File: config.mk
export PLATFORM = sky130hd
export DESIGN_NAME = iodelay_tap_cal_flat
export DESIGN_NICKNAME = d
export VERILOG_FILES = /design/src/rtl/iodelay_cal_pkg.sv /design/src/rtl/iodelay_tap_cal_if.sv /design/src/rtl/bsg_sync_sync.sv /design/src/rtl/iodelay_tap_cal.sv /design/src/flat_wrapper.sv
export SDC_FILE = /design/constraint.sdc
export NUM_CORES = 1
export LEC_CHECK = 0
export ABC_AREA = 1
export CAP_MARGIN = 15
export CORE_MARGIN = 2
export CORE_UTILIZATION = 29
export CTS_BUF_LIST = sky130_fd_sc_hd__clkbuf_8
export CTS_CLUSTER_DIAMETER = 50
export CTS_CLUSTER_SIZE = 10
export DETAILED_ROUTE_END_ITERATION = 6
export PLACE_DENSITY_LB_ADDON = 0.12
export SLEW_MARGIN = 20
export SYNTH_ARGS = -nofsm -noshare
export SYNTH_HDL_FRONTEND = slang
export SYNTH_SLANG_ARGS = --single-unit
File: constraint.sdc
create_clock -name iodelay_ref_clk_lo -period 3.9 [get_ports iodelay_ref_clk_lo]
set_input_delay 0.585 -clock iodelay_ref_clk_lo [delete_from_list [all_inputs] [get_ports iodelay_ref_clk_lo]]
set_output_delay 0.585 -clock iodelay_ref_clk_lo [all_outputs]
set_load 0.01 [all_outputs]
File: src/rtl/iodelay_cal_pkg.sv
// Shared types and constants for the IDELAY tap calibration block.
// Latency: n/a (types, constants and a pure helper function only).
// Backpressure: n/a.
package iodelay_cal_pkg;

  // IDELAYE2 exposes 32 taps, so a tap index is 5 bits wide.
  localparam int tap_w_c = 5;
  // Window lengths reach 32, which needs one more bit than a tap index.
  localparam int win_w_c = 6;
  localparam logic [tap_w_c-1:0] last_tap_c = 5'd31;

  typedef enum logic [2:0] {
    WAIT_RDY,
    LOAD,
    SETTLE,
    SAMPLE,
    EVAL,
    FINAL_LOAD,
    FINAL_SETTLE,
    DONE
  } cal_state_e;

  // Centre of a passing window, rounding toward the lower tap.
  // An empty window parks the delay line at tap 0.
  function automatic logic [tap_w_c-1:0] center_tap(
    input logic [tap_w_c-1:0] start,
    input logic [win_w_c-1:0] len
  );
    logic [win_w_c-1:0] half;
    logic [win_w_c-1:0] sum;
    if (len == '0) begin
      return '0;
    end
    half = (len - 6'd1) >> 1;
    sum  = {1'b0, start} + half;
    return sum[tap_w_c-1:0];
  endfunction

endpackage

File: src/rtl/iodelay_tap_cal_if.sv
// Bundles the IDELAY control, training data and calibration result signals.
// Latency: n/a (wiring only).
// Backpressure: none; the tap load is a fire-and-forget strobe.
interface iodelay_tap_cal_if #(
  parameter int data_width_p = 8
);
  import iodelay_cal_pkg::*;

  logic                    rdy;
  logic [data_width_p-1:0] data;
  logic                    idelay_ld;
  logic [tap_w_c-1:0]      cnt_value;
  logic                    done;
  logic                    fail;
  logic [win_w_c-1:0]      win_len;

  // Environment side: supplies RDY and the captured word, observes results.
  modport master (
    output rdy,
    output data,
    input  idelay_ld,
    input  cnt_value,
    input  done,
    input  fail,
    input  win_len
  );

  // Calibrator side.
  modport slave (
    input  rdy,
    input  data,
    output idelay_ld,
    output cnt_value,
    output done,
    output fail,
    output win_len
  );

endinterface

File: src/rtl/bsg_sync_sync.sv
// Two-flop synchronizer bringing a level into the destination clock domain.
// Latency: 2 destination clock cycles.
// Backpressure: none; the level is sampled continuously.
module bsg_sync_sync #(
  parameter int width_p = 1
) (
  input  logic               oclk_i,
  input  logic               oclk_reset_i,
  input  logic [width_p-1:0] iclk_data_i,
  output logic [width_p-1:0] oclk_data_o
);

  logic [width_p-1:0] sync1_r;
  logic [width_p-1:0] sync2_r;

  // First flop may go metastable; second flop gives it a cycle to resolve.
  always_ff @(posedge oclk_i) begin
    if (oclk_reset_i) begin
      sync1_r <= '0;
      sync2_r <= '0;
    end else begin
      sync1_r <= iclk_data_i;
      sync2_r <= sync1_r;
    end
  end

  assign oclk_data_o = sync2_r;

endmodule

File: src/rtl/iodelay_tap_cal.sv
// Sweeps all 32 IDELAY taps, finds the widest passing window and parks at its centre.
// Latency: 32 x (settle + samples + 2) cycles for the sweep plus settle + 1 to done.
// Backpressure: none; loss of IDELAYCTRL RDY aborts and restarts the calibration.
module iodelay_tap_cal
  import iodelay_cal_pkg::*;
#(
  parameter int                    data_width_p    = 8,
  parameter logic [data_width_p-1:0] pattern_p     = data_width_p'(8'hA5),
  parameter int                    settle_cycles_p = 16,
  parameter int                    samples_p       = 8
) (
  input  logic               iodelay_ref_clk_lo,
  input  logic               reset_r_i,
  iodelay_tap_cal_if.slave   cal_if
);

  localparam logic [7:0] settle_last_c = 8'(settle_cycles_p - 1);
  localparam logic [7:0] sample_last_c = 8'(samples_p - 1);

  cal_state_e          state_r;
  logic                rdy_s;
  logic [tap_w_c-1:0]  tap_r;
  logic [7:0]          phase_cnt_r;
  logic                tap_ok_r;
  logic [win_w_c-1:0]  run_len_r;
  logic [tap_w_c-1:0]  run_start_r;
  logic [win_w_c-1:0]  best_len_r;
  logic [tap_w_c-1:0]  best_start_r;
  logic                idelay_ld_r;
  logic [tap_w_c-1:0]  cnt_value_r;
  logic                done_r;
  logic                fail_r;
  logic [win_w_c-1:0]  win_len_r;

  logic [win_w_c-1:0]  run_len_nxt;
  logic [tap_w_c-1:0]  run_start_nxt;
  logic [win_w_c-1:0]  best_len_nxt;
  logic [tap_w_c-1:0]  best_start_nxt;
  logic                match;

  bsg_sync_sync #(
    .width_p (1)
  ) rdy_sync (
    .oclk_i       (iodelay_ref_clk_lo),
    .oclk_reset_i (reset_r_i),
    .iclk_data_i  (cal_if.rdy),
    .oclk_data_o  (rdy_s)
  );

  assign match = (cal_if.data == pattern_p);

  // Run/best-window bookkeeping for the tap just sampled. Best is updated as
  // soon as the running window outgrows it, so a run touching tap 31 is
  // accounted without a separate close step; strict '>' keeps the earliest tie.
  always_comb begin
    run_len_nxt    = '0;
    run_start_nxt  = run_start_r;
    best_len_nxt   = best_len_r;
    best_start_nxt = best_start_r;
    if (tap_ok_r) begin
      run_len_nxt = run_len_r + 6'd1;
      if (run_len_r == '0) begin
        run_start_nxt = tap_r;
      end
      if (run_len_nxt > best_len_r) begin
        best_len_nxt   = run_len_nxt;
        best_start_nxt = run_start_nxt;
      end
    end
  end

  // Calibration sequencer; all outputs are registered here.
  always_ff @(posedge iodelay_ref_clk_lo) begin
    if (reset_r_i || (!rdy_s && (state_r != WAIT_RDY))) begin
      state_r      <= WAIT_RDY;
      tap_r        <= '0;
      phase_cnt_r  <= '0;
      tap_ok_r     <= 1'b0;
      run_len_r    <= '0;
      run_start_r  <= '0;
      best_len_r   <= '0;
      best_start_r <= '0;
      idelay_ld_r  <= 1'b0;
      cnt_value_r  <= '0;
      done_r       <= 1'b0;
      fail_r       <= 1'b0;
      win_len_r    <= '0;
    end else begin
      case (state_r)
        WAIT_RDY: begin
          if (rdy_s) begin
            state_r     <= LOAD;
            idelay_ld_r <= 1'b1;
            cnt_value_r <= tap_r;
          end
        end
        LOAD: begin
          idelay_ld_r <= 1'b0;
          phase_cnt_r <= '0;
          state_r     <= SETTLE;
        end
        SETTLE: begin
          if (phase_cnt_r == settle_last_c) begin
            phase_cnt_r <= '0;
            tap_ok_r    <= 1'b1;
            state_r     <= SAMPLE;
          end else begin
            phase_cnt_r <= phase_cnt_r + 8'd1;
          end
        end
        SAMPLE: begin
          tap_ok_r <= tap_ok_r & match;
          if (phase_cnt_r == sample_last_c) begin
            phase_cnt_r <= '0;
            state_r     <= EVAL;
          end else begin
            phase_cnt_r <= phase_cnt_r + 8'd1;
          end
        end
        EVAL: begin
          run_len_r    <= run_len_nxt;
          run_start_r  <= run_start_nxt;
          best_len_r   <= best_len_nxt;
          best_start_r <= best_start_nxt;
          idelay_ld_r  <= 1'b1;
          if (tap_r == last_tap_c) begin
            state_r     <= FINAL_LOAD;
            cnt_value_r <= center_tap(best_start_nxt, best_len_nxt);
          end else begin
            state_r     <= LOAD;
            tap_r       <= tap_r + 5'd1;
            cnt_value_r <= tap_r + 5'd1;
          end
        end
        FINAL_LOAD: begin
          idelay_ld_r <= 1'b0;
          phase_cnt_r <= '0;
          state_r     <= FINAL_SETTLE;
        end
        FINAL_SETTLE: begin
          if (phase_cnt_r == settle_last_c) begin
            phase_cnt_r <= '0;
            done_r      <= 1'b1;
            fail_r      <= (best_len_r == '0);
            win_len_r   <= best_len_r;
            state_r     <= DONE;
          end else begin
            phase_cnt_r <= phase_cnt_r + 8'd1;
          end
        end
        DONE: begin
          idelay_ld_r <= 1'b0;
        end
        default: begin
          state_r <= WAIT_RDY;
        end
      endcase
    end
  end

  assign cal_if.idelay_ld = idelay_ld_r;
  assign cal_if.cnt_value = cnt_value_r;
  assign cal_if.done      = done_r;
  assign cal_if.fail      = fail_r;
  assign cal_if.win_len   = win_len_r;

endmodule

File: src/flat_wrapper.sv
// flat-port wrapper written by rule: the top's interface ports become plain ports
module iodelay_tap_cal_flat import iodelay_cal_pkg::*;
#(
  parameter int                    data_width_p    = 8,
  parameter logic [data_width_p-1:0] pattern_p     = data_width_p'(8'hA5),
  parameter int                    settle_cycles_p = 16,
  parameter int                    samples_p       = 8
)
  (iodelay_ref_clk_lo, reset_r_i, cal_if_rdy, cal_if_data, cal_if_idelay_ld, cal_if_cnt_value, cal_if_done, cal_if_fail, cal_if_win_len);
  iodelay_tap_cal_if #(.data_width_p(data_width_p)) cal_if_i ();
  input  logic iodelay_ref_clk_lo;
  input  logic reset_r_i;
  input wire logic [$bits(cal_if_i.rdy)-1:0] cal_if_rdy;
  input wire logic [$bits(cal_if_i.data)-1:0] cal_if_data;
  output wire logic [$bits(cal_if_i.idelay_ld)-1:0] cal_if_idelay_ld;
  output wire logic [$bits(cal_if_i.cnt_value)-1:0] cal_if_cnt_value;
  output wire logic [$bits(cal_if_i.done)-1:0] cal_if_done;
  output wire logic [$bits(cal_if_i.fail)-1:0] cal_if_fail;
  output wire logic [$bits(cal_if_i.win_len)-1:0] cal_if_win_len;
  assign cal_if_i.rdy = cal_if_rdy;
  assign cal_if_i.data = cal_if_data;
  assign cal_if_idelay_ld = cal_if_i.idelay_ld;
  assign cal_if_cnt_value = cal_if_i.cnt_value;
  assign cal_if_done = cal_if_i.done;
  assign cal_if_fail = cal_if_i.fail;
  assign cal_if_win_len = cal_if_i.win_len;
  iodelay_tap_cal #(.data_width_p(data_width_p), .pattern_p(pattern_p), .settle_cycles_p(settle_cycles_p), .samples_p(samples_p)) u_core (.iodelay_ref_clk_lo(iodelay_ref_clk_lo), .reset_r_i(reset_r_i), .cal_if(cal_if_i));
endmodule
Yosys cells after proc, flatten, opt, wreduce, memory -nomap -nowiden
Cells that the tools add are included.

word-level totals
  flip-flop bits (word level) = 55
  bits of input ports = 11
  logic and storage cells = 89
  output and inout bits = 14

cells by class
  reductions and logical operators = 23
  bitwise gates (word level) = 2
  order comparisons = 1
  add/subtract/negate cells = 5
  equal/unequal tests = 15
  multiplexer cells = 28

operator list
  cell                                                                     count
  5-bit two-way mux                                                        7
  8-bit one-hot mux with 3 select lines                                    1
  3-bit one-hot mux with 7 select lines                                    1
  6-bit logical NOT                                                        3
  6-bit two-way mux                                                        3
  8-bit two-way mux                                                        2
  3-bit two-way mux                                                        5
  3-bit equality test, second input constant                               4
  2-bit AND reduction                                                      6
  5-bit one-hot mux with 2 select lines                                    1
  3-bit nonzero test                                                       3
  8-bit by 1-bit adder with 8-bit output, second input constant            1
  8-bit by 3-bit equality test with 1-bit output, second input constant    1
  8-bit by 4-bit equality test with 1-bit output, second input constant    1
  8-bit equality test, second input constant                               1
  7-bit nonzero test                                                       1
  6-bit by 1-bit adder with 6-bit output, second input constant            1
  3-bit by 2-bit equality test with 1-bit output, second input constant    2
  6-bit greater-than comparator                                            1
  1-bit two-way mux                                                        6
  2-bit by 1-bit inequality test with 1-bit output, second input constant  3
  6-bit by 1-bit subtractor with 6-bit output, second input constant       1
  5-bit by 1-bit adder with 5-bit output, second input constant            1
  5-bit adder                                                              1
  15 further kinds                                                         17

Logic depth before layout (Yosys ltp)
Gate-level depths: netlist (run 1).

  depth after elaboration = 12
  depth in mapped cells = 28
  depth with buffers taken out = 27

Cells and area by module
A second synthesis (run 1) with hierarchy kept.

unflattened totals
  cells, all modules = 468
  area, all modules = 3268.1 sq um

by module, submodules not included
  module           cells an instance  sequential area each (sq um)  instances  area an instance (sq um)
  iodelay_tap_cal  462                1061.0                        1          3213.1
  bsg_sync_sync    6                  40.0                          1          55.1

Worst setup path after synthesis (run 1)
Ideal clock, no wire load.

  kind = register -> register
  start point = register u_core.run_len_r[0]
  end point = register u_core.cnt_value_r[4] (netlist: u_core.cal_if.cnt_value[4])
  period minus slack after synthesis = 3.491 ns
  library setup time = 0.066 ns
  slack = 0.409 ns
  buffers on the path = 1
  arrival = 3.425 ns
  stages on the path, launching flop included = 26
  required time = 3.834 ns
  cells stage by stage = dfxtp_1 ha_1 nand3_1 xnor2_1 ha_1 nand2_2 nor2_4 a21oi_4 nand2_4 buf_6 nand2_1 nand2_1 ha_1 inv_1 ha_1 inv_1 fa_1 inv_1 a31oi_1 inv_1 nand3_1 nand2_1 nand2_1 nand2_1 nand2_1 a21oi_2

on the way
  cells in the longest elaborated chain, start to end = 12
  elaborated cells on any way between the ends = 18
  classes of those cells = add/sub: 3; order compare: 1; mux: 12; reduce/logical: 2

ends and longest elaborated chain
  what                                                                            RTL line                source
  start: declaration                                                              iodelay_tap_cal.sv:25   logic [win_w_c-1:0] run_len_r;
  start signal: assignment                                                        iodelay_tap_cal.sv:121  run_len_r <= run_len_nxt;
  branches (longest 9 deep; another with 6-bit by 1-bit adder with 6-bit output)  n/a
  5-bit two-way mux *                                                             iodelay_cal_pkg.sv:34   half = (len - 6'd1) >> 1;
  5-bit two-way mux *                                                             iodelay_tap_cal.sv:126  if (tap_r == last_tap_c) begin
  5-bit one-hot mux with 2 select lines *                                         iodelay_tap_cal.sv:89   case (state_r)
  end signal: assignment                                                          iodelay_tap_cal.sv:94   cnt_value_r <= tap_r;
  end signal: assignment                                                          iodelay_tap_cal.sv:128  cnt_value_r <= center_tap(best_start_nxt, best_len_nxt);
  end signal: assignment                                                          iodelay_tap_cal.sv:132  cnt_value_r <= tap_r + 5'd1;
  end: declaration                                                                iodelay_tap_cal.sv:30   logic [tap_w_c-1:0] cnt_value_r;

Every way passes the cells marked *. The select of a mux whose other input is x is not followed.
A chain may end at the register's enable or synchronous reset.

Final worst setup path (run 1)
  start point = register u_core.run_len_r[1]
  end point = register u_core.cnt_value_r[4] (netlist: u_core.cal_if.cnt_value[4])

Same word-level chain as after synthesis.

==> results of run 1 <==
## sequential cells by signal (all words and copies together), names as in the netlist, 5 cells and up
| signal | count |
|---|---|
| u_core.cal_if.win_len | 6 |
| u_core.run_start_r | 5 |
| u_core.best_start_r | 5 |
| u_core.cal_if.cnt_value | 5 |
| u_core.best_len_r | 6 |
| u_core.run_len_r | 6 |
| u_core.tap_r | 5 |
| u_core.phase_cnt_r | 8 |
## through the flow
step           setup slack [ns]  power, W
2_1_floorplan             0.409   0.00126
3_3_place_gp              0.280   0.00148
3_5_place_dp              0.127   0.00148
4_1_cts                  0.0899   0.00190
5_1_grt                 -0.0469   0.00204
6_report                  0.231   0.00189
## logic make-up (layout without fill, tap and decap cells)
logic type      after synthesis  in the layout  synth area share
buf+inv                      91            125             0.109
simple gates                170            170             0.235
flops                        55             55             0.342
compound gates              106            106             0.193
xor+xnor                     11             11            0.0299
fa+ha+maj                    23             23            0.0916
## power by group through the flow
stage	clock (W)	combinational, W	sequential [W]
finish	0.000408	0.000816	0.000661
detailed placement	0	0.000810	0.000675
global route	0.000439	0.000932	0.000669
CTS	0.000427	0.000811	0.000663
floorplan	0	0.000589	0.000672
global placement	0	0.000807	0.000675
## how the worst max path moves through the flow
stage | start | endpoint | slack [ns] | depth (start not counted)
2_1_floorplan | u_core.run_len_r[0]$_SDFFE_PP0P_ | u_core.cal_if.cnt_value[4]$_SDFFE_PP0P_ | 0.41 | 25
3_3_place_gp | u_core.run_len_r[2]$_SDFFE_PP0P_ | u_core.cal_if.cnt_value[4]$_SDFFE_PP0P_ | 0.28 | 24
6_report | u_core.run_len_r[1]$_SDFFE_PP0P_ | u_core.cal_if.cnt_value[4]$_SDFFE_PP0P_ | 0.23 | 22
4_1_cts | u_core.run_len_r[2]$_SDFFE_PP0P_ | u_core.cal_if.cnt_value[4]$_SDFFE_PP0P_ | 0.09 | 26
3_5_place_dp | u_core.run_len_r[2]$_SDFFE_PP0P_ | u_core.cal_if.cnt_value[4]$_SDFFE_PP0P_ | 0.13 | 26
5_1_grt | u_core.run_len_r[1]$_SDFFE_PP0P_ | u_core.cal_if.cnt_value[4]$_SDFFE_PP0P_ | -0.05 | 22
## worst max-delay path, stage by stage, from the launching register on
cell,delay [ns]
dfxtp_2,0.37
ha_2,0.21
nand3_1,0.13
xnor2_2,0.25
ha_1,0.28
nand2_2,0.09
nor2_4,0.05
a21oi_4,0.23
buf_4,0.18
nand3_1,0.09
nand2_2,0.12
ha_1,0.19
nand3_1,0.09
xor2_1,0.15
ha_1,0.34
a21o_1,0.18
a31oi_2,0.16
inv_1,0.05
nand3_1,0.10
nand3_1,0.08
nand2_1,0.06
nand2_1,0.05
a21oi_2,0.11
## cell usage after synthesis (2+ instances only)
cell	instances	area share
nand3_1	22	0.034
nor3b_1	2	0.0047
clkbuf_1	7	0.0082
xnor2_1	4	0.011
a21oi_2	2	0.0054
xor2_1	7	0.019
nand4_1	4	0.0078
o211ai_1	5	0.012
inv_1	82	0.096
nor3_1	6	0.0093
nand2_4	3	0.010
a211oi_1	4	0.0093
ha_1	22	0.085
a31oi_1	3	0.0058
o21ai_0	39	0.061
o21bai_1	5	0.012
nor2_1	32	0.037
a21oi_1	37	0.057
dfxtp_1	55	0.34
nand2_2	2	0.0039
a221oi_1	3	0.0082
nand2_1	93	0.11
nand3_2	2	0.0062
## final cells by class
cell class | instances | area share
clock inverter | 2 | 0.00907
inverter | 82 | 0.0797
timing repair buffer | 35 | 0.0836
multi-input combinational | 310 | 0.474
sequential | 55 | 0.287
tap | 140 | 0.0454
clock buffer | 6 | 0.0214
## timing repair
action / 4_1_cts / 5_1_grt
setup buffers: 0 / 4
hold endpoints to repair: 0 / 0
setup endpoints to repair: 0 / 1
resized for setup: 0 / 19
## metal layers
metal / vias to the layer above / part of all wire / global-route usage
met3: 6 / 0.022 / 0.0178
li1: 1548 / - / -
met2: 33 / 0.49 / 0.250
met5: - / 0 / 0
met4: 0 / 0.010 / 0.0353
met1: 1301 / 0.48 / 0.178
## cells in the final DEF (no fill, tap or decap), types with 2 or more instances in the layout
cell,count
a211oi_1,4
a21oi_1,36
a21oi_2,3
a221oi_1,3
a31oi_1,2
buf_4,11
clkbuf_8,6
clkdlybuf4s50_1,24
dfxtp_1,50
dfxtp_2,4
ha_1,20
inv_1,81
nand2_1,90
nand2_2,5
nand2_4,2
nand3_1,22
nand3_2,2
nand4_1,4
nor2_1,31
nor2_2,2
nor3_1,6
nor3b_1,2
o211ai_1,5
o21ai_0,38
o21ai_1,2
o21bai_1,5
xnor2_1,2
xnor2_2,2
xor2_1,7
==> results.py, run 1 <==
metrics = {
    "run_status": {
        "status": "finished, final reports clean",
    },
    "setup_path": {
        "worstPathMaxFanout": 6,
        "r2r_setup_slack_ns": 0.23,
        "cp_data_arrival_time_ns": 3.92,
        "reg2regPathDepth": 22,
        "critPathKind": "register to register",
        "reg2reg_from": "u_core.run_len_r[1]$_SDFFE_PP0P_",
        "critPathLaunchType": "register",
        "critPathCaptureType": "register",
        "cp_data_required_time_ns": 4.15,
        "reg2reg_to": "u_core.cal_if.cnt_value[4]$_SDFFE_PP0P_",
    },
    "placement": {
        "dp_cells": 618,
        "io_buffers": 24,
        "placed_cell_area_mm2": 0.00365,
        "gp_congestion": 0.792,
        "hpwl_um": 6020,
    },
    "clock_network": {
        "clock_path_buffers": 2,
        "clkTransAtPathRegs_ns": 0.11,
        "ctsHoldBuffers": 0,
        "cts_tree": "done",
        "numCtsBuffers": 5,
        "insertion_delay_ns": 0.31,
        "clock-root-buffer": "clkbuf_8",
        "htree_num_levels": 2,
        "clock-sinks": 55,
    },
    "finish": {
        "synthToLayoutAreaGrowth_pct": 19.9,
        "fill_cells": 1173,
        "post-route-util": 0.356,
        "layout.cells.non_filler": 630,
        "antenna_cells": 0,
        "drive_gt1_frac": 0.102,
        "multi_input_area_mm2": 0.00183,
        "seq_area_mm2": 0.00111,
        "final_cell_area_mm2": 0.00386,
        "layout.nets": 523,
    },
    "floorplanning": {
        "rows": 38,
        "die_y_um": 109,
        "ioPinCount": 25,
        "start_util": 0.297,
        "die_w_um": 109,
        "die_area_mm2": 0.0120,
        "core_area_mm2": 0.0108,
    },
    "power": {
        "intPower_w": 0.00112,
        "pwr_density_cell_mw_per_mm2": 488,
        "p_sw_frac": 0.406,
        "clkPwrFrac": 0.216,
        "combPwrFrac": 0.433,
        "seq_power_share": 0.351,
        "p_switching_w": 0.000766,
        "peakVddDrop_mv": 0.207,
        "cellLeakagePower_nw": 1.70,
    },
    "global_routing": {
        "grt-ovfl-total": 0,
        "grt.total_usage": 0.140,
        "grt_max_degree": 24,
        "grt_pass1_vias": 2738,
        "antenna_found_initial": 0,
        "grt_pass1_wl_um": 13200,
    },
    "worst_hold_path": {
        "min_to": "u_core.rdy_sync.oclk_data_o$_SDFF_PP0_",
        "hold_class": "register to register",
        "min_from": "u_core.rdy_sync.sync1_r$_SDFF_PP0_",
        "whs_path_depth": 2,
    },
    "sta": {
        "holdWs_ns": 0.415,
        "period_needed_ns": 3.67,
        "clock.fmax_ghz": 0.273,
        "hold_viol": 0,
        "slew_headroom": 0.431,
        "worst_pin_slew_ns": 0.851,
        "period_share": 0.941,
        "timing.final.max_slew_violations": 0,
        "fin_worst_skew_ns": 0.00808,
        "setup_viol_count_final": 0,
        "finalSetupTns_ns": 0,
    },
    "logic_synthesis": {
        "synth_top_flop_cell": "dfxtp_1",
        "syn-cell-area_mm2": 0.00322,
        "yosysWarnings": 0,
        "post_synth_num_cell_types": 38,
        "ys_seq_elements": 55,
        "ys_seq_area_frac": 0.342,
        "synthCells": 456,
        "ys_async_sr_fraction": 0,
        "synth_edf_count": 0,
        "synth_nets": 490,
        "avgSynthCellArea_um2": 7.07,
    },
    "drt": {
        "drt_iter0_drc": 129,
        "routedWlPerCell_um": 12.7,
        "drc_errors": 0,
        "vias_per_cell": 4.58,
        "antenna_left": 0,
        "num_vias": 2888,
        "drt_pass1_iterations": 4,
        "wirelength_um": 8000,
    },
    "job": {
        "drv_cap": 0,
    },
}
No activity file was read; power rests on OpenSTA's default activity.
==> run 2: changes to the inputs <==
- CAP_MARGIN: 15 -> 20
==> results of run 2 <==
Same layout as run 1: the final DEF is identical, and so are final timing and power.
